==> src/rtl/ibex_obi_bus_env.sv <==
// Protocol-legal OBI responder for one Ibex bus port in the formal wrapper:
// bounded in-order outstanding FIFO, optional fairness, and a request-stability checker.
module ibex_obi_bus_env #(
  parameter int AW              = 32,
  parameter int DW              = 32,
  parameter int MAX_OUTSTANDING = 2,
  parameter int MAX_STALL       = 4,
  parameter int FAIRNESS        = 0,
  parameter int ERR_EN          = 1,
  localparam int CW             = $clog2(MAX_OUTSTANDING + 1)
) (
  input  logic            clock,
  input  logic            reset,
  input  logic            req_i,
  input  logic [AW-1:0]   addr_i,
  input  logic            we_i,
  input  logic [DW/8-1:0] be_i,
  input  logic [DW-1:0]   wdata_i,
  output logic            gnt_o,
  output logic            rvalid_o,
  output logic [DW-1:0]   rdata_o,
  output logic            err_o,
  input  logic            rand_gnt_i,
  input  logic            rand_rvalid_i,
  input  logic            rand_err_i,
  input  logic [DW-1:0]   rand_rdata_i,
  output logic [CW-1:0]   outstanding_o,
  output logic            rsp_we_o,
  output logic [AW-1:0]   rsp_addr_o,
  output logic            req_viol_o
);

  localparam int PW = (MAX_OUTSTANDING > 1) ? $clog2(MAX_OUTSTANDING) : 1;
  localparam int SW = $clog2(MAX_STALL + 1);
  localparam logic [PW-1:0] LAST_PTR  = PW'(MAX_OUTSTANDING - 1);
  localparam logic [CW-1:0] FULL_CNT  = CW'(MAX_OUTSTANDING);
  localparam logic [SW-1:0] STALL_MAX = SW'(MAX_STALL);

  typedef enum logic {ST_IDLE, ST_WAIT} chk_state_t;

  logic            fifo_we   [MAX_OUTSTANDING];
  logic [AW-1:0]   fifo_addr [MAX_OUTSTANDING];
  logic [PW-1:0]   wptr;
  logic [PW-1:0]   rptr;
  logic [CW-1:0]   cnt;
  logic [SW-1:0]   gstall;
  logic [SW-1:0]   rstall;
  logic            full;
  logic            busy;
  logic            force_gnt;
  logic            force_rsp;

  chk_state_t      state;
  logic [AW-1:0]   cap_addr;
  logic            cap_we;
  logic [DW/8-1:0] cap_be;
  logic [DW-1:0]   cap_wdata;

  function automatic logic [PW-1:0] ptr_inc(input logic [PW-1:0] p);
    return (p == LAST_PTR) ? '0 : p + 1'b1;
  endfunction

  assign full      = (cnt == FULL_CNT);
  assign busy      = (cnt != '0);
  assign force_gnt = (FAIRNESS != 0) && (gstall == STALL_MAX);
  assign force_rsp = (FAIRNESS != 0) && (rstall == STALL_MAX);

  // The full check uses registered cnt, so a same-cycle pop never frees a slot early.
  assign gnt_o    = ~reset & req_i & ~full & (rand_gnt_i | force_gnt);
  assign rvalid_o = ~reset & busy & (rand_rvalid_i | force_rsp);

  assign rsp_we_o      = busy ? fifo_we[rptr]   : 1'b0;
  assign rsp_addr_o    = busy ? fifo_addr[rptr] : '0;
  assign rdata_o       = (rvalid_o & ~rsp_we_o) ? rand_rdata_i : '0;
  assign err_o         = (ERR_EN != 0) && rvalid_o && rand_err_i;
  assign outstanding_o = cnt;

  always_ff @(posedge clock) begin
    if (gnt_o) begin
      fifo_we[wptr]   <= we_i;
      fifo_addr[wptr] <= addr_i;
    end
  end

  always_ff @(posedge clock) begin
    if (reset) begin
      wptr   <= '0;
      rptr   <= '0;
      cnt    <= '0;
      gstall <= '0;
      rstall <= '0;
    end else begin
      if (gnt_o)    wptr <= ptr_inc(wptr);
      if (rvalid_o) rptr <= ptr_inc(rptr);
      case ({gnt_o, rvalid_o})
        2'b10:   cnt <= cnt + 1'b1;
        2'b01:   cnt <= cnt - 1'b1;
        default: cnt <= cnt;
      endcase
      if (req_i && !gnt_o) begin
        if (gstall != STALL_MAX) gstall <= gstall + 1'b1;
      end else begin
        gstall <= '0;
      end
      if (busy && !rvalid_o) begin
        if (rstall != STALL_MAX) rstall <= rstall + 1'b1;
      end else begin
        rstall <= '0;
      end
    end
  end

  // A request left waiting must stay asserted and unchanged until it is granted.
  always_ff @(posedge clock) begin
    if (reset) begin
      state      <= ST_IDLE;
      req_viol_o <= 1'b0;
      cap_addr   <= '0;
      cap_we     <= 1'b0;
      cap_be     <= '0;
      cap_wdata  <= '0;
    end else begin
      case (state)
        ST_IDLE: begin
          if (req_i && !gnt_o) begin
            state    <= ST_WAIT;
            cap_addr <= addr_i;
            cap_we   <= we_i;
            cap_be   <= be_i;
            if (we_i) cap_wdata <= wdata_i;
          end
        end
        ST_WAIT: begin
          if (!req_i || (addr_i != cap_addr) || (we_i != cap_we) || (be_i != cap_be) ||
              (cap_we && (wdata_i != cap_wdata)))
            req_viol_o <= 1'b1;
          if (gnt_o) state <= ST_IDLE;
        end
        default: state <= ST_IDLE;
      endcase
    end
  end

endmodule

==> config.mk <==
export PLATFORM = sky130hd
export DESIGN_NAME = ibex_obi_bus_env
export DESIGN_NICKNAME = d
export VERILOG_FILES = /design/src/rtl/ibex_obi_bus_env.sv
export SDC_FILE = /design/constraint.sdc
export NUM_CORES = 1
export LEC_CHECK = 0
export ABC_AREA = 1
export BUFFER_PORTS_ARGS = -buffer_cell sky130_fd_sc_hd__buf_2
export CORE_MARGIN = 2
export CORE_UTILIZATION = 53
export DETAILED_ROUTE_END_ITERATION = 16
export GPL_TIMING_DRIVEN = 0
export PLACE_DENSITY = 0.78
export SYNTH_ARGS = -nofsm -noshare
export SYNTH_HDL_FRONTEND = slang
export SYNTH_SLANG_ARGS = --single-unit
==> constraint.sdc <==
create_clock -name clock -period 3.2 [get_ports clock]
set_input_delay 0.16 -clock clock [delete_from_list [all_inputs] [get_ports clock]]
set_output_delay 0.16 -clock clock [all_outputs]
set_load 0.02 [all_outputs]
# Word level (Yosys, flattened, before mapping)
# Memories as Yosys holds them, arrays and structs flattened. A register that Yosys moved wholly into a read port is not among the register bits.
# Cells that the tools add are included.
classes:
  multipliers: 0
  addsub: 4
  div: 0
  bitwise_logic: 10
  shift: 0
  magnitude_cmp: 0
  n_reduce_logical: 14
  muxes: 15
  n_eq_ne: 7
ops:
  columns: ["operator", "count"]
  rows:
  - ["$mux W32", 2]
  - ["$ne A32 B32 Y1", 2]
  - ["$mux W1", 11]
  - ["$and A1 B1 Y1", 6]
  - ["$eq A2 B2 Y1 const B", 2]
  - ["$logic_or A1 B1 Y1", 4]
  - ["$ne A4 B4 Y1", 1]
  - ["$not A1 Y1", 4]
  - ["$pmux W2 S2", 1]
  - ["$reduce_and A2 Y1", 2]
  - ["$reduce_bool A2 Y1", 2]
  - ["$logic_and A1 B1 Y1", 3]
  - ["$reduce_and A3 Y1", 1]
  - ["$add A1 B1 Y1 const B", 2]
  - ["$add A2 B1 Y2 const B", 1]
  - ["$eq A2 B1 Y1 const B", 1]
  - ["$logic_not A1 Y1", 2]
  - ["$pmux W1 S2", 1]
  - ["$sub A2 B1 Y2 const B", 1]
  - ["$ne A1 B1 Y1", 1]
word_totals:
  out_inout_bits: 71
  ramBits: 66
  register_bits: 75
  in_bits: 107
  mem_bits_ro: 0
  mem_count: 2
  latch_bits: 0
  elab_cells: 61
memory_table:
  columns: ["name", "depth", "word_bits", "rd", "rd_clocked_by_memory_dff", "wr", "line_no", "source"]
  rows:
  - ["fifo_addr", 2, 32, 1, 1, 1, "42", "logic [AW-1:0] fifo_addr [MAX_OUTSTANDING];"]
  - ["fifo_we", 2, 1, 1, 1, 1, "41", "logic fifo_we [MAX_OUTSTANDING];"]

# Longest topological paths before layout
# Gate-level depths: netlist (run 1).
logic_depth:
  ltp_word: 8
  ltp_mapped: 12
  mapped_depth_nobuf: 12

# Worst setup path after synthesis (run 1)
# Ideal clock, no wire load.
synth_timing:
  path_kind: "register to register"
  start: "reg cnt[0] (netlist: outstanding_o[0])"
  end: "mem fifo_addr[1][0], enable pin"
  path_stages_with_launch: 7
  arrival_ns: 2.447
  period_less_slack_ns: 2.870
  path_buffers: 0
  required_ns: 2.777
  setup_time_ns: 0.423
  path_slack_ns: 0.330
  path_cell_list: "dfxtp_1 inv_2 a21oi_2 inv_2 nor2_4 inv_2 nor2_1"
synth_between:
  elab_chain_cells: 6
synth_lines:
  columns: ["item", "line_no", "source"]
  rows:
  - ["start, declared", "45", "logic [CW-1:0] cnt;"]
  - ["start signal, assigned", "96", "2'b10: cnt <= cnt + 1'b1;"]
  - ["start signal, assigned", "97", "2'b01: cnt <= cnt - 1'b1;"]
  - ["start signal, assigned", "98", "default: cnt <= cnt;"]
  - ["$eq A2 B2 Y1", "63", "assign full = (cnt == FULL_CNT);"]
  - ["$not A1 Y1", "69", "assign gnt_o = ~reset & req_i & ~full & (rand_gnt_i | force_gnt);"]
  - ["$and A1 B1 Y1 (2 in a row)", "69", null]
  - ["named net gnt_o", "19", "output logic gnt_o,"]
  - ["$mux W1", "79", "if (gnt_o) begin"]
  - ["$mux W1 (implied by the code)", "81", "fifo_addr[wptr] <= addr_i;"]
  - ["end, declared", "42", null]
# The timed path passes the listed nets, and every way through them passes these cells.

# Worst setup path after layout (run 1)
layout_timing:
  start: "reg cnt[0] (netlist: outstanding_o[0])"
  end: "out rdata_o[22]"
layout_between:
  elab_chain_cells: 5
  elab_cells_between_ends: 7
  classes_between: "2 x mux; 4 x bitwise; 1 x reduce/logical"
layout_lines:
  columns: ["item", "line_no", "source"]
  rows:
  - ["$reduce_bool A2 Y1 (*)", "64", "assign busy = (cnt != '0);"]
  - ["$and A1 B1 Y1 or $mux W1 (tied branches)", "70, 72", null]
  - ["$and A1 B1 Y1 or $not A1 Y1 (tied branches)", "70, 74", null]
  - ["$and A1 B1 Y1 (*)", "74", "assign rdata_o = (rvalid_o & ~rsp_we_o) ? rand_rdata_i : '0;"]
  - ["$mux W32 (*)", "74", null]
  - ["end, declared", "21", "output logic [DW-1:0] rdata_o,"]
# Mark *: on every way between the ends. The rest lies on a longest branch, timed or not.

==> results of run 1 <==
worst max-delay path: stages, from the launching register on:
cell and delay [ps]:
sky130_fd_sc_hd__dfxtp_1 470, sky130_fd_sc_hd__nor2_2 170, sky130_fd_sc_hd__nor2_2 150, sky130_fd_sc_hd__nand2_1 100
sky130_fd_sc_hd__or2_1 220, sky130_fd_sc_hd__buf_2 160, sky130_fd_sc_hd__buf_6 140, sky130_fd_sc_hd__nor2_1 120
sky130_fd_sc_hd__buf_2 190
Yosys cell counts:
cell	count	area, µm²
sky130_fd_sc_hd__buf_6	9	101
sky130_fd_sc_hd__o21ai_0	42	210
sky130_fd_sc_hd__nor2_1	88	330
sky130_fd_sc_hd__nand3_1	26	130
sky130_fd_sc_hd__a21oi_2	18	158
sky130_fd_sc_hd__nand2_4	1	11.3
sky130_fd_sc_hd__xor2_1	3	26.3
sky130_fd_sc_hd__inv_4	1	6.26
sky130_fd_sc_hd__buf_1	6	22.5
sky130_fd_sc_hd__buf_4	2	15.0
sky130_fd_sc_hd__inv_2	3	11.3
sky130_fd_sc_hd__or2_1	1	6.26
sky130_fd_sc_hd__nand2_8	1	20.0
sky130_fd_sc_hd__buf_2	9	45.0
sky130_fd_sc_hd__or2_2	1	6.26
sky130_fd_sc_hd__inv_1	108	405
sky130_fd_sc_hd__nor3_1	2	10.0
sky130_fd_sc_hd__ha_1	1	12.5
sky130_fd_sc_hd__nand2_1	213	800
sky130_fd_sc_hd__xnor2_1	26	228
sky130_fd_sc_hd__edfxtp_1	66	1980
sky130_fd_sc_hd__a21oi_1	83	415
sky130_fd_sc_hd__nor2_4	1	11.3
sky130_fd_sc_hd__nor2_2	2	12.5
sky130_fd_sc_hd__clkbuf_1	13	48.8
sky130_fd_sc_hd__dfxtp_1	76	1520
sky130_fd_sc_hd__o21ai_1	21	105
worst max path at each step:
| stage | to | from | slack [ps] |
|---|---|---|---|
| after detailed placement | fifo_addr[1][29] | outstanding_o[0] | 1110 |
| final | rdata_o[22] | outstanding_o[0] | 900 |
| after CTS | rdata_o[22] | outstanding_o[0] | 920 |
| after global routing | rdata_o[10] | outstanding_o[0] | 760 |
| after floorplan | fifo_addr[1][0] | outstanding_o[0] | 330 |
| after global placement | fifo_addr[0][29] | outstanding_o[0] | -210 |
area by class of cell:
class / instances / area [µm²] / share of cell area (%)
Clock inverter: 10 / 161 / 1.86
Inverter: 112 / 423 / 4.87
Buffer: 39 / 233 / 2.68
Clock buffer: 22 / 464 / 5.34
Multi-Input combinational cell: 530 / 2510 / 28.9
Tap cell: 168 / 210 / 2.42
Sequential cell: 142 / 3500 / 40.3
Timing Repair Buffer: 207 / 1190 / 13.7
power by group:
group	switching (mW)	internal (mW)	total, mW
logic	0.433	0.258	0.691
registers	0.0540	2.02	2.08
clock network	0.738	1.34	2.08
total	1.23	3.63	4.85
per-layer routing:
metal  wire length (µm)  GRT usage, %  vias up
li1                   -             -     3058
met1               7250          31.7     2761
met2               8480          43.8      196
met3               1180          5.70       25
met4                322          9.60        0
met5                  0             0        -
flip-flops by register name, indices dropped and copies added (netlist names), named ones only:
signal         flops
fifo_addr         64
rptr               1
state              1
fifo_we            2
wptr               1
outstanding_o      2
req_viol_o         1
cap_be             4
cap_addr          32
cap_we             1
cap_wdata         32
cell families (layout without fill, tap and decap cells):
group,after synthesis,in the layout,share of synthesized area [%]
AO/OA/AOI/OAI,164,164,13.4
adder cells (fa/ha/maj),1,1,0.188
XOR/XNOR,29,29,3.82
buffers and inverters,151,390,9.86
flip-flops,142,142,52.7
AND/OR/NAND/NOR,336,336,20.1
cells in the final DEF, fill, tap and decap left out, drive strengths merged, types with 30 or more instances in the layout:
cell type | synthesis | routed
nand2 | 215 | 215
buf | 26 | 203
inv | 112 | 113
a21oi | 101 | 101
nor2 | 91 | 91
dfxtp | 76 | 76
edfxtp | 66 | 66
o21ai | 63 | 63
clkbuf | 13 | 35
dlygate4sd3 | 0 | 30
timing repair:
action | CTS | global route
endpoints found under the hold margin | 58 | 2
setup buffers | 0 | 0
hold buffers | 29 | 1
==> Flow_metrics.wiki, run 1 <==
{| class="wikitable"
! Metric !! Value
|-
| Run status || completed
|-
| Cell area after synthesis || about 6700 µm²
|-
| Cell at the root of the clock tree || sky130_fd_sc_hd__clkbuf_16
|-
| Minimum setup slack after placement || between 1000 and 1500 ps
|-
| Setup slack after layout || ~900 ps
|-
| Wire length of the first global-routing pass || roughly 26,000 µm
|-
| Number of cells on the worst hold path || 1
|-
| Flip-flop and latch count after synthesis || around 140
|-
| Worst reg-to-reg path cell count || 6
|-
| Clock period minus worst slack || approximately 2300 ps
|-
| Pin count of the biggest net entering global routing || 34
|-
| Utilization after layout || 71.7%
|-
| Setup crit end kind || output pin
|-
| Total placed cells including tap cells || approximately 1,200
|-
| I/O Buffers || ~180
|-
| Crit path required time || 3040 ps
|-
| DRT antenna net count || 0
|-
| Sequential element share of the synthesized area || 52.7%
|-
| PostCTS Resize Cnt || 0
|-
| Static Leak || 4.00 nW
|-
| Total count of max-transition violations in the final report || 0
|-
| Filler Cell Count || 974
|-
| Avg WL per Cell || 14.0 µm
|-
| Relative max-transition margin || a little under a third
|-
| Hpwl dp || 11,800 µm
|-
| I/O pins || between 150 and 200
|-
| Number of global-route vias before repair || approximately 5,500
|-
| Antenna violations before repair || 0
|-
| Starting density of the core || 54.9%
|-
| Average instance area after synthesis || a little over 8 µm²
|-
| Total Wirelength || 17,200 µm
|-
| Total global-route track usage || roughly a quarter
|-
| Peak fanout along the critical path || 10
|-
| Post-route total power || around 4.9 mW
|-
| Number of diodes added for antenna fixing || 0
|-
| Worst Path Class, Setup || flop to output pin
|-
| Final global-route overflow total || 0
|-
| Top achievable clock speed || approximately 430 MHz
|-
| Detailed router's first-iteration violation count || between 300 and 400
|-
| Layout overhead on the synthesized area || 30.6%
|-
| Data arrival time of the worst path || between 2000 and 2500 ps
|-
| Number of vias per cell after detailed routing || 4.91
|-
| Worst vdd ir || around 0.41 mV
|-
| Share of post-route cells with drive strength above 1 || around a quarter
|-
| Layout Nets || about 1,200
|-
| Critical register-to-register path endpoint || fifo_addr[1][30]
|-
| Number of H-tree branching levels || 4
|-
| Final total negative setup slack || 0 ps
|-
| Portion of the clock cycle consumed by the worst path in the final layout || between 70% and 80%
|-
| Number of rows created at floorplan || 40
|-
| Power density cells || about 560 nW/µm²
|-
| Worst Clk Skew || between 4 and 5 ps
|-
| Setup repair after global routing missed its margin || false
|-
| Die X || about 120 µm
|-
| TritonCTS sink count || approximately 140
|-
| Worst hold endpoint || fifo_addr[1][13]
|-
| Gate count after technology mapping || 823
|-
| Post-detailed-placement cell area || slightly below 8000 µm²
|-
| Die Span Y || between 100 and 150 µm
|-
| Reg2reg setup slack || approximately 1100 ps
|-
| Residual DRC || 0
|-
| Max Cap Violations || 0
|-
| Yosys synthesis warning count || 0
|-
| Hold Startpoint || addr_i[13]
|-
| Num CTS Buffers || 17
|-
| Hold_ws || 16.5 ps
|-
| CTS tree || done
|-
| Worst-skew pair later-pin latency || 430 ps
|-
| Mapped Nets || roughly 930
|-
| Setup-violating endpoint count in the final report || 0
|-
| Kind of path behind the tightest hold check || input pin to flop
|-
| Placer's final routability congestion estimate || about 0.82
|-
| DR vias || 6,040
|-
| Critical Path Source Type || flop
|-
| Least-Margin Pin Slew || between 1000 and 1500 ps
|-
| Number of iterations in the first detailed-routing pass || 7
|-
| Number of non-filler instances in the completed layout || ~1,200
|-
| Area of the die || 13,500 µm²
|-
| Longest Clk Path Bufs || 2
|-
| Core Box Area || 12,100 µm²
|-
| Fin area || about 8700 µm²
|-
| Final hold violation count || 0
|-
| Number of distinct library cells after synthesis || 27
|-
| Clock input transition at the sequential cells of the worst setup and hold paths || about 60 ps
|-
| FF-to-FF Start || outstanding_o[0]
|}
Power figures use the tool's default switching activity.
==> run 2, diff against run 1 <==
==> constraint.sdc (replaced) <==
create_clock -name clock -period 2.2 [get_ports clock]
set_input_delay 0.11 -clock clock [delete_from_list [all_inputs] [get_ports clock]]
set_output_delay 0.11 -clock clock [all_outputs]
set_load 0.02 [all_outputs]
==> Flow_metrics.wiki, run 2 (synthesis gave the netlist of run 1 again) <==
{| class="wikitable"
! Metric !! Value
|-
| Longest Clk Path Bufs || 2 (unchanged)
|-
| Setup repair after global routing missed its margin || false
|-
| Peak fanout along the critical path || 10 (unchanged)
|-
| Least-Margin Pin Slew || 1020 ps (-20.2 ps)
|-
| Filler Cell Count || 868 (-11%)
|-
| Antenna violations before repair || 0 (unchanged)
|-
| Area of the die || 13,500 µm² (unchanged)
|-
| Number of H-tree branching levels || 4 (unchanged)
|-
| Layout overhead on the synthesized area || 37.0%
|-
| Detailed router's first-iteration violation count || 386 (-0.52%)
|-
| Final global-route overflow total || 0 (unchanged)
|-
| Net Sw Power || 1.82 mW (+48%)
|-
| Total global-route track usage || 26.2% (+0.60 points)
|-
| Most common cell after layout, fill and taps aside || sky130_fd_sc_hd__nand2_1
|-
| Share of total power in combinational logic || 15.0% (+0.8 points)
|-
| Layout Nets || 1,196 (+3.4%)
|-
| Number of global-route vias before repair || 5,746 (+4.9%)
|-
| Portion of the clock cycle consumed by the worst path in the final layout || a little over nine tenths
|-
| Relative max-transition margin || 31.9% (+1.3 points)
|-
| Max Cap Violations || 0 (unchanged)
|-
| Core Box Area || 12,100 µm² (unchanged)
|-
| Leading registers by flop count || fifo_addr: 64 flops, cap_addr: 32 flops, cap_wdata: 32 flops
|-
| Hpwl dp || 11,800 µm (-0.22%)
|-
| DRT antenna net count || 0 (unchanged)
|-
| Worst Clk Skew || 9.46 ps (+4.70 ps)
|-
| Number of iterations in the first detailed-routing pass || 5 (-2)
|-
| Combined area of the multi-input logic cells || 2510 µm² (+0.20%)
|-
| Worst Path Class, Setup || flop to output pin
|-
| Cell at the root of the clock tree || sky130_fd_sc_hd__clkbuf_16
|-
| Number of vias per cell after detailed routing || 4.89 (-0.43%)
|-
| Starting density of the core || 54.9% (unchanged)
|-
| Minimum setup slack after placement || 97.7 ps (-1010 ps)
|-
| Met3 Wirelength || 774 µm (-34%)
|-
| Number of rows created at floorplan || 40 (unchanged)
|-
| Number of flip-flops under the largest register name || 64 (unchanged)
|-
| Die X || 116 µm (unchanged)
|-
| Crit path required time || 2090 ps (-950 ps)
|-
| Power density cells || 786 nW/µm² (+41%)
|-
| Switching fraction of total power || 25.4% (+0.10 points)
|-
| Worst-skew pair later-pin latency || 420 ps (about the same)
|-
| TritonCTS sink count || 142 (unchanged)
|-
| Residual DRC || 0 (unchanged)
|-
| Max Used Layer || met4
|-
| Clock period minus worst slack || 2100 ps
|-
| Critical Path Source Type || flop
|-
| Total Wirelength || 17,900 µm (+3.8%)
|-
| Clock network power share || 42.8% (about the same)
|-
| Top achievable clock speed || ~480 MHz
|-
| Register with the most flip-flops || fifo_addr
|-
| Fin area || 9110 µm² (+4.9%)
|-
| Worst reg-to-reg path cell count || 6 (unchanged)
|-
| Int Pwr || 5.35 mW (+47%)
|-
| Worst vdd ir || 0.645 mV (+58%)
|-
| DR vias || 6,205 (+2.7%)
|-
| Total count of max-transition violations in the final report || 0 (unchanged)
|-
| Critical Path Most Common Cell || sky130_fd_sc_hd__buf_2
|-
| Num CTS Buffers || 17 (unchanged)
|-
| I/O pins || 178 (unchanged)
|-
| Kind of path behind the tightest hold check || input pin to flop
|-
| Met2 wire length || 8990 µm (+6.0%)
|-
| Setup crit end kind || output pin
|-
| Pin count of the biggest net entering global routing || 34 (unchanged)
|-
| Avg WL per Cell || 14.1 µm (+0.62%)
|-
| Most frequent cells in the layout || 213 x sky130_fd_sc_hd__nand2_1, 186 x sky130_fd_sc_hd__buf_2, 107 x sky130_fd_sc_hd__inv_1
|-
| Setup slack after layout || 101 ps (-795 ps)
|-
| Setup-violating endpoint count in the final report || 0 (unchanged)
|-
| Slowest stage cell on the critical path || sky130_fd_sc_hd__dfxtp_2
|-
| Run status || completed
|-
| Total routed wire length on the met1 layer || 7780 µm (+7.3%)
|-
| Final hold violation count || 0 (unchanged)
|-
| Clock input transition at the sequential cells of the worst setup and hold paths || 60 ps (about the same)
|-
| Sequential standard cell area || 3510 µm² (about the same)
|-
| Post-detailed-placement cell area || 7780 µm² (+0.26%)
|-
| Number of cells on the worst hold path || 3 (+2)
|-
| Seq pwr share || 42.2% (-0.6 points)
|-
| Wire length of the first global-routing pass || 27,200 µm (+3.5%)
|-
| Number of diodes added for antenna fixing || 0 (unchanged)
|-
| Hold_ws || 21.8 ps (+5.31 ps)
|-
| CTS tree || done
|-
| Static Leak || 4.18 nW (+4.5%)
|-
| Critical path, cell by cell || nor2_4, nor2_2, nand2_1, or2_1, buf_2, buf_6, nor2_1, buf_2
|-
| Data arrival time of the worst path || 1990 ps (-150 ps)
|-
| Placer's final routability congestion estimate || 0.816 (-0.34%)
|-
| Largest stage delay on the critical path || 410 ps (-60 ps)
|-
| I/O Buffers || 177 (unchanged)
|-
| Die Span Y || 116 µm (unchanged)
|-
| Share of post-route cells with drive strength above 1 || 23.8% (-0.31 points)
|}
==> run 2: path summary, 6_finish.rpt <==
kind | slack [ps] | to | from
hold reg to reg | 450 | req_viol_o | req_viol_o
hold / removal | 20 | cap_wdata[0] | wdata_i[0]
setup reg to reg | 170 | fifo_addr[1][27] | outstanding_o[0]
setup / recovery | 100 | rdata_o[10] | outstanding_o[0]
==> run 2: routing by layer <==
| layer | vias to the layer above | GRT usage (%) |
|---|---|---|
| met5 | - | 0 |
| met4 | 0 | 9.76 |
| met3 | 29 | 5.44 |
| met2 | 162 | 44.9 |
| met1 | 2860 | 32.7 |
| li1 | 3154 | - |
==> run 2: repair_timing <==
action | 4_1_cts | 5_1_grt
setup buffers | 0 | 1
hold buffers | 67 | 0
endpoints found under the hold margin | 104 | 0
gates resized for setup | 1 | 4
endpoints found under the setup margin | 2 | 35
==> run 2: area by class of cell <==
| cell class | instances | share of cell area (%) |
|---|---|---|
| Sequential cell | 142 | 38.5 |
| Multi-Input combinational cell | 530 | 27.6 |
| Timing Repair Buffer | 246 | 17.4 |
| Clock buffer | 23 | 5.60 |
| Inverter | 112 | 4.68 |
| Buffer | 39 | 2.57 |
| Tap cell | 168 | 2.31 |
| Clock inverter | 9 | 1.41 |
==> run 2: power groups by stage <==
stage          registers [mW]  logic, mW  clock network (mW)
2_1_floorplan            3.06      0.605                   0
3_3_place_gp             3.07      0.923                   0
3_5_place_dp             3.07      0.957                   0
4_1_cts                  3.02       1.06                3.09
5_1_grt                  3.04       1.18                3.21
6_report                 3.02       1.07                3.07
==> run 2: through the flow <==
| step | utilization (%) | setup TNS [ps] | power [mW] | std cells |
|---|---|---|---|---|
| floorplan | - | -8170 | 3.67 | 823 |
| finish | 75.2 | 0 | 7.16 | 1269 |
| CTS | 75.1 | 0 | 7.17 | 1268 |
| detailed placement | 64.3 | 0 | 4.03 | 1169 |
| global placement | 64.0 | -26130 | 3.99 | 1168 |
| global route | 75.2 | 0 | 7.43 | 1269 |
==> run 2: worst max-delay path: cells and delay by family, from the launching register on <==
family        cells  cell delay (ps)
buf+inv           3              480
flops             1              410
simple gates      5              690
==> run 3, diff against run 2 <==
==> constraint.sdc (replaced) <==
create_clock -name clock -period 2.2 [get_ports clock]
set_input_delay 0.44 -clock clock [delete_from_list [all_inputs] [get_ports clock]]
set_output_delay 0.44 -clock clock [all_outputs]
set_load 0.02 [all_outputs]
==> Flow_metrics.wiki, run 3 (synthesis gave the netlist of run 1 again) <==
{| class="wikitable"
! Metric !! Value
|-
| Run status || completed
|-
| FF-to-FF Start || outstanding_o[0]
|-
| Static Leak || 3.94 nW (-5.6%)
|-
| Most common cell after layout, fill and taps aside || sky130_fd_sc_hd__nand2_1
|-
| Cell at the root of the clock tree || sky130_fd_sc_hd__clkbuf_16
|-
| Number of diodes added for antenna fixing || 0 (unchanged)
|-
| Placer's final routability congestion estimate || 0.816 (unchanged)
|-
| Die X || 116 µm (unchanged)
|-
| Filler Cell Count || 983 (+13%)
|-
| Setup crit end kind || output pin
|-
| Number of vias per cell after detailed routing || 4.90 (+0.15%)
|-
| Total global-route track usage || 24.6% (-1.5 points)
|-
| Max Cap Violations || 0 (unchanged)
|-
| Combined area of the multi-input logic cells || 2570 µm² (+2.2%)
|-
| DRT antenna net count || 0 (unchanged)
|-
| Share of post-route cells with drive strength above 1 || 27.9% (+4.1 points)
|-
| TritonCTS sink count || 142 (unchanged)
|-
| Layout overhead on the synthesized area || 30.0%
|-
| Residual DRC || 0 (unchanged)
|-
| I/O Buffers || 177 (unchanged)
|-
| Number of rows created at floorplan || 40 (unchanged)
|-
| Power density cells || 820 nW/µm² (+4.3%)
|-
| Number of cells on the worst hold path || 1 (-2)
|-
| Worst Path Class, Setup || flop to output pin
|-
| Register with the most flip-flops || fifo_addr
|-
| DR vias || 5,896 (-5.0%)
|-
| Number of iterations in the first detailed-routing pass || 5 (unchanged)
|-
| Wire length of the first global-routing pass || 25,500 µm (-6.0%)
|-
| Number of global-route vias before repair || 5,309 (-7.6%)
|-
| Largest stage delay on the critical path || 360 ps (-50 ps)
|-
| Worst vdd ir || 0.642 mV (-0.38%)
|-
| Clock input transition at the sequential cells of the worst setup and hold paths || 60 ps (about the same)
|-
| Layout Nets || 1,131 (-5.4%)
|-
| Setup repair after global routing missed its margin || true
|-
| Die Span Y || 116 µm (unchanged)
|-
| Worst hold endpoint || fifo_addr[0][21]
|-
| Post-cts hold buffer count || 0 (-100%)
|-
| Num CTS Buffers || 17 (unchanged)
|-
| Number of flip-flops under the largest register name || 64 (unchanged)
|-
| Portion of the clock cycle consumed by the worst path in the final layout || 98.1% (+2.7 points)
|-
| Crit path required time || 1760 ps (-330 ps)
|-
| I/O pins || 178 (unchanged)
|-
| Worst-skew pair later-pin latency || 420 ps (about the same)
|-
| Sequential standard cell area || 3510 µm² (+0.18%)
|-
| Reg2reg setup slack || 130 ps (-40 ps)
|-
| Clock period minus worst slack || 2160 ps (+60.1 ps)
|-
| Critical Path Source Type || flop
|-
| Critical register-to-register path endpoint || fifo_addr[1][19]
|-
| CTS tree || done
|-
| Utilization after layout || 71.4% (-3.9 points)
|-
| Leading registers by flop count || fifo_addr: 64 flops, cap_addr: 32 flops, cap_wdata: 32 flops
|-
| Data arrival time of the worst path || 1720 ps (-270 ps)
|-
| Relative max-transition margin || 32.9% (+1.0 points)
|-
| Final global-route overflow total || 0 (unchanged)
|-
| Final hold violation count || 0 (unchanged)
|-
| Critical Path Most Common Cell || sky130_fd_sc_hd__nor2_4
|-
| Kind of path behind the tightest hold check || input pin to flop
|-
| Starting density of the core || 54.9% (unchanged)
|-
| Antenna violations before repair || 0 (unchanged)
|-
| Avg WL per Cell || 14.1 µm (about the same)
|-
| Minimum setup slack after placement || -20.5 ps (-118 ps)
|-
| Peak fanout along the critical path || 10 (unchanged)
|-
| Area of the die || 13,500 µm² (unchanged)
|-
| Worst Clk Skew || 7.42 ps (-2.04 ps)
|-
| Core Box Area || 12,100 µm² (unchanged)
|-
| Top achievable clock speed || 463 MHz (-2.8%)
|-
| Setup slack after layout || 41.0 ps (-60.1 ps)
|-
| Longest Clk Path Bufs || 2 (unchanged)
|-
| Least-Margin Pin Slew || 1000 ps (-15.0 ps)
|-
| Total count of max-transition violations in the final report || 0 (unchanged)
|-
| Most frequent cells in the layout || 211 x sky130_fd_sc_hd__nand2_1, 157 x sky130_fd_sc_hd__buf_2, 107 x sky130_fd_sc_hd__inv_1
|-
| Hold Startpoint || addr_i[21]
|-
| Detailed router's first-iteration violation count || 373 (-3.4%)
|-
| Worst reg-to-reg path cell count || 7 (+1)
|-
| Critical path, cell by cell || nor2_4, nor2_4, nand2_2, or2_4, buf_8, nor2_1, buf_4
|-
| Pin count of the biggest net entering global routing || 34 (unchanged)
|-
| Hpwl dp || 11,800 µm (unchanged)
|-
| Buffers and inverters on the worst path || 2 (-1)
|-
| Number of H-tree branching levels || 4 (unchanged)
|-
| Slowest stage cell on the critical path || sky130_fd_sc_hd__dfxtp_4
|-
| Cell family contributing the most delay on the critical path || simple AND/OR/NAND/NOR gates
|-
| Setup-violating endpoint count in the final report || 0 (unchanged)
|-
| Total Wirelength || 17,000 µm (-5.2%)
|}
## run 3: cell count changes in the layout (fill, tap and decap cells not counted), sizes merged
cell,previous run,this run
buf,204,209
clkbuf,37,34
dlygate4sd3,67,0
clkinvlp,2,1
inv,111,112
## run 3: worst max-delay path by stage
| stage | from | depth (start not counted) | slack [ps] | to |
|---|---|---|---|---|
| 6_report | outstanding_o[1] | 7 | 40 | rdata_o[23] |
| 5_1_grt | outstanding_o[1] | 6 | -40 | rdata_o[21] |
| 4_1_cts | flop | 8 | 4 | rdata_o[8] |
| 3_5_place_dp | req_i | 7 | -20 | fifo_addr[1][29] |
| 3_3_place_gp | req_i | 7 | -570 | fifo_addr[0][24] |
| 2_1_floorplan | outstanding_o[0] | 6 | -120 | fifo_addr[0][0] |
## run 3: stage by stage
step / cells / TNS (ps) / power [mW] / hold slack, ps / area [µm²]
after global routing: 1204 / -282 / 7.37 / 228 / 8640
after global placement: 1168 / -34280 / 3.99 / 438 / 7750
after CTS: 1200 / 0 / 7.09 / 217 / 8500
after detailed placement: 1169 / -529 / 4.03 / 444 / 7780
final: 1204 / 0 / 7.09 / 230 / 8640
after floorplan: 823 / -8170 / 3.67 / 439 / 6660
## run 3: layout make-up
cell class / instances / area share (%)
tap: 168 / 2.43
sequential: 142 / 40.6
multi-input combinational: 530 / 29.7
timing repair buffer: 184 / 12.1
inverter: 112 / 4.92
buffer: 36 / 2.81
clock inverter: 9 / 1.49
clock buffer: 23 / 5.91
## run 3: what timing repair did
item | CTS | global route
endpoints found under the setup margin | 62 | 43
hold endpoints to repair | 0 | 0
resized for setup | 25 | 47
setup buffers | 2 | 4
pin swaps | 1 | 0
## run 3: layer usage
layer	routed length [µm]	up-vias	global-route usage (%)
met1	7300	2718	31.4
met3	905	18	6.38
met2	8500	147	40.7
met5	0	-	0
li1	-	3013	-
met4	252	0	9.05
## run 3: report_power, final
part           leakage, nW  switching (mW)  total [mW]  internal (mW)
clock                0.311            1.09        3.06           1.98
sequential            1.23          0.0774        3.02           2.94
combinational         2.41           0.633        1.01          0.374
